File: config.mk
export PLATFORM = sky130hd
export DESIGN_NAME = mux8_rr_arbiter
export DESIGN_NICKNAME = d
export VERILOG_FILES = /design/src/rtl/mux8_pkg.sv /design/src/rtl/mux8.sv /design/src/rtl/mux8_rr_arbiter.sv
export SDC_FILE = /design/constraint.sdc
export NUM_CORES = 1
export LEC_CHECK = 0
export ABC_AREA = 1
export ABC_CLOCK_PERIOD_IN_PS = 3900
export CORE_UTILIZATION = 40
export DETAILED_ROUTE_END_ITERATION = 8
export GPL_TIMING_DRIVEN = 0
export HOLD_SLACK_MARGIN = 0.06
export PLACE_DENSITY = 0.75
export SLEW_MARGIN = 25
export SYNTH_ARGS = -nofsm -noshare
export SYNTH_HDL_FRONTEND = slang
export SYNTH_SLANG_ARGS = --single-unit
File: constraint.sdc
create_clock -name clk -period 3.9 [get_ports clk]
set_clock_uncertainty 0.1 [all_clocks]
set_input_delay 0.975 -clock clk [delete_from_list [all_inputs] [get_ports clk]]
set_output_delay 0.975 -clock clk [all_outputs]
set_load 0.01 [all_outputs]
File: src/rtl/mux8_pkg.sv
// Shared constants and FSM state type for the mux8 arbiter slice.
package mux8_pkg;
  localparam int NUM_REQ = 8;
  localparam int SEL_W   = 3;

  typedef enum logic [0:0] {
    IDLE  = 1'b0,
    GRANT = 1'b1
  } state_t;
endpackage

File: src/rtl/mux8.sv
// Shared 8:1 single-bit mux used as the arbiter datapath.
module mux8
  import mux8_pkg::*;
(
  input  logic [NUM_REQ-1:0] a,
  input  logic [SEL_W-1:0]   select_line,
  output logic               y
);
  assign y = a[select_line];
endmodule

File: src/rtl/mux8_rr_arbiter.sv
// Round-robin arbiter/sequencer for the shared mux8 with burst limit and valid/ready output.
// Optional MUX8_ARB_PRIO_EN: requester 0 wins every arbitration point (never preempts mid-burst).
module mux8_rr_arbiter
  import mux8_pkg::*;
#(
  parameter int MAX_BURST = 4
)
(
  input  logic               clk,
  input  logic               rst,
  input  logic [NUM_REQ-1:0] req,
  input  logic [NUM_REQ-1:0] a,
  input  logic               out_ready,
  output logic [NUM_REQ-1:0] gnt,
  output logic [SEL_W-1:0]   select_line,
  output logic               y,
  output logic               y_valid
);
  localparam int CNT_W = $clog2(MAX_BURST + 1);

  // Returns {found, index}; scanning k from high to low leaves the nearest winner after last.
  function automatic logic [SEL_W:0] rr_pick(input logic [NUM_REQ-1:0] r,
                                             input logic [SEL_W-1:0]   last);
    logic [SEL_W:0]   res;
    logic [SEL_W-1:0] cand;
    res = '0;
    for (int k = NUM_REQ; k >= 1; k--) begin
      cand = last + SEL_W'(k);
      if (r[cand]) res = {1'b1, cand};
    end
    return res;
  endfunction

  state_t             state_q, state_d;
  logic [SEL_W-1:0]   last_idx_q, last_idx_d;
  logic [SEL_W-1:0]   sel_q, sel_d;
  logic [CNT_W-1:0]   burst_cnt_q, burst_cnt_d;
  logic [NUM_REQ-1:0] gnt_q, gnt_d;
  logic               y_valid_q, y_valid_d;

  logic [SEL_W:0]     pick;
  logic               xfer;
  logic               others;
  logic               rearb;

  always_comb begin
    pick = rr_pick(req, last_idx_q);
`ifdef MUX8_ARB_PRIO_EN
    if (req[0]) pick = {1'b1, {SEL_W{1'b0}}};
`endif
    xfer        = y_valid_q && out_ready;
    others      = |(req & ~gnt_q);
    state_d     = state_q;
    last_idx_d  = last_idx_q;
    sel_d       = sel_q;
    burst_cnt_d = burst_cnt_q;
    gnt_d       = gnt_q;
    y_valid_d   = y_valid_q;
    rearb       = 1'b0;

    case (state_q)
      IDLE: rearb = |req;
      GRANT: begin
        if (!req[sel_q]) begin
          rearb = 1'b1;
        end else if (xfer) begin
          if (int'(burst_cnt_q) + 1 < MAX_BURST) burst_cnt_d = burst_cnt_q + 1'b1;
          else if (!others)                      burst_cnt_d = '0;
          else                                   rearb = 1'b1;
        end
      end
      default: rearb = 1'b0;
    endcase

    if (rearb) begin
      burst_cnt_d = '0;
      if (pick[SEL_W]) begin
        state_d    = GRANT;
        sel_d      = pick[SEL_W-1:0];
        last_idx_d = pick[SEL_W-1:0];
        gnt_d      = {{(NUM_REQ-1){1'b0}}, 1'b1} << pick[SEL_W-1:0];
        y_valid_d  = 1'b1;
      end else begin
        state_d   = IDLE;
        gnt_d     = '0;
        y_valid_d = 1'b0;
      end
    end
  end

  always_ff @(posedge clk or posedge rst) begin
    if (rst) begin
      state_q     <= IDLE;
      last_idx_q  <= 3'd7;
      sel_q       <= '0;
      burst_cnt_q <= '0;
      gnt_q       <= '0;
      y_valid_q   <= 1'b0;
    end else begin
      state_q     <= state_d;
      last_idx_q  <= last_idx_d;
      sel_q       <= sel_d;
      burst_cnt_q <= burst_cnt_d;
      gnt_q       <= gnt_d;
      y_valid_q   <= y_valid_d;
    end
  end

  assign gnt         = gnt_q;
  assign select_line = sel_q;
  assign y_valid     = y_valid_q;

  mux8 u_mux (
    .a           (a),
    .select_line (sel_q),
    .y           (y)
  );
endmodule

==> results.toml <==
[outcome]
outcome = "finished clean"

[synthesis]
yosysWarnings = 0
synth_edf_count = 0
netlist_area_sq_um = 1720
ys_seq_area_frac = 0.265
async_reset_ff_frac = 1.00
yosys-top-cells-area = "dfrtp_1 22%, nand2_1 17%, nand3_1 8.7%"
avgSynthCellArea_sq_um = 6.45
syn-num-nets = 288
synthesis.instances = 266
synthFlopType = "dfrtp_1"
synth_top_area_cell = "dfrtp_1"
ys_seq_elements = 18
synth_top_area_frac = 0.219
ys_types = 32

[finish]
antenna_cells = 0
fillCellCount = 408
fin_area_sq_um = 2140
final_common_cell = "nand2_1"
area_growth_pct = 24.9
fin_nets = 324
drive_above_1_share = 0.196
layout_common_cells = "78 x nand2_1, 31 x clkdlybuf4s50_1, 30 x nand3_1"

[route]
drc = 0
vias = 1777
vias_per_cell = 5.06
routed_wirelength_mm = 4.34
avgRoutedWirePerCell_microns = 12.4
ant_nets = 0
drt_first_pass_iters = 4
drt-initial-drc-count = 131

[worst_setup_path]
cp.arrival_ns = 2.44
critPathBufInv = 2
crit_path_frequent_cell = "clkdlybuf4s50_1"
cpPeakStageDelay_ns = 0.57
worstSetupEndpointType = "primary output"
cp_cell_sequence = "clkdlybuf4s50_1 > o21ai_0 > o22ai_1 > nor2_1 > a31oi_1 > clkdlybuf4s50_1"
slowest_stage = "clkdlybuf4s50_1"
criticalPathCategory = "primary input to primary output"
startpoint = "a[6]"
worstPathRequired_ns = 2.82
worst_path_dominant_cell_family = "buffers and inverters"
critPathLaunchType = "primary input"
worstReg2RegStart = "last_idx_q[0]$_DFFE_PP1P_"
cp_max_fo = 1

[clock_tree]
clkLatencyLatePin_ns = 0.25
post_cts_buffers = 0
cts-resized-gates = 0
clkTransAtPathRegs_ns = 0.07
tritoncts = "yes"
cts_max_path_buffers = 2
cts-root-buf = "clkbuf_8"
h-tree-depth = 1
cts_buffers = 3
holdBufCountCts = 0
clkSinkCount = 18

[sta]
setup_tns_ns = 0
setup_viol = 0
fmax_mhz = 284
rsz0062_at_grt = "false"
finalMaxSlewViolations = 0
hold_viol_final = 0
finalCriticalPeriod_ns = 3.52
holdWs_ns = 0.417
worst_slew_pin_slew_ns = 0.683
fin_crit_sh = 0.902
slew_headroom = 0.544

[global_route]
gr-usage-all-layers = 0.215
grt_pass1_wl_mm = 7.43
grt_overflow = 0
antenna_found_initial = 0
grt_pass1_vias = 1625
grt_max_degree = 19

[die]
core-area_sq_um = 4060
start_util = 0.423
ios = 32
rows = 23
die_x_microns = 67.5
die_h_microns = 67.5
die-area_sq_um = 4560

[placed_design]
placed_area_sq_um = 2090
numPortBuffers = 31
gp_congestion = 0.955
dp.final_hpwl_mm = 3.43

[run]
cap_violations = 0

[hold_path]
worstHoldStart = "gnt[4]$_DFFE_PP0P_"
hp-class = "flop to flop"
## kinds of logic after synthesis
kind of cell | after synthesis | share of synthesized area
compound gates | 37 | 0.128
xor+xnor | 1 | 0.00948
fa+ha+maj | 3 | 0.0219
buf+inv | 46 | 0.121
flops | 18 | 0.265
simple gates | 161 | 0.455
## worst register-to-register path: stages, from the launching register on
cell	delay, ns
dfstp_2	0.54
buf_6	0.14
inv_4	0.04
buf_8	0.14
ha_1	0.44
inv_1	0.20
nand3_2	0.13
nand3_2	0.09
nand2_1	0.08
inv_1	0.04
nand2_1	0.05
nand2_1	0.05
nand2_1	0.05
nand2_1	0.04
nand2_1	0.06
nand2_1	0.05
nand2_1	0.08
nand2_1	0.09
nand2_2	0.15
inv_1	0.06
nand2_1	0.06
nand2_1	0.04
## cell usage after synthesis, types with 6 or more instances
master and count:
nand2_1 78, nand3_1 30, inv_1 25, nor2_1 22
dfrtp_1 15, nand2_2 12, nand3_2 12, inv_2 11
a21oi_1 10, o21ai_0 9, o21ai_1 6
## final timing paths
path | slack [ns] | end | depth (start not counted)
setup / recovery | 0.38 | y | 6
hold / removal | 0.42 | gnt[4]$_DFFE_PP0P_ | 2
setup reg to reg | 1.07 | gnt[4]$_DFFE_PP0P_ | 21
hold reg to reg | 0.42 | gnt[4]$_DFFE_PP0P_ | 2
max in group asynchronous | 2.25 | gnt[7]$_DFFE_PP0P_ | 2
min in group asynchronous | 1.02 | burst_cnt_q[0]$_DFFE_PP0P_ | 2
## stage by stage
stage,util,instances,setup WS (ns)
after floorplan,-,266,1.37
after global placement,0.515,347,0.386
after detailed placement,0.515,347,0.408
after CTS,0.529,351,0.391
after global routing,0.529,351,0.313
final,0.529,351,0.384
## area by class of cell
| cell class | count | area [sq um] | share of cell area |
|---|---|---|---|
| multi-input cells | 202 | 1050 | 0.492 |
| flip-flops and latches | 18 | 454 | 0.212 |
| repair buffers | 31 | 310 | 0.145 |
| inverters | 41 | 161 | 0.0753 |
| well taps | 50 | 62.6 | 0.0292 |
| clock buffers | 4 | 55.1 | 0.0257 |
| plain buffers | 5 | 46.3 | 0.0216 |
## sequential cells by signal, summed over array words and instances, names as in the netlist
signal       flops
burst_cnt_q      3
gnt              8
last_idx_q       3
select_line      3
y_valid          1
## routing by layer
layer  track usage  part of all wire  vias up
li1              -                 -      925
met1         0.316              0.51      800
met2         0.330              0.44       48
met3        0.0135             0.047        4
met4        0.0665            0.0095        0
met5             0                 0        -
Power is left out: the tool's default activity adds up to more than one toggle a clock period on the data nets, which glitch-free logic cannot reach.
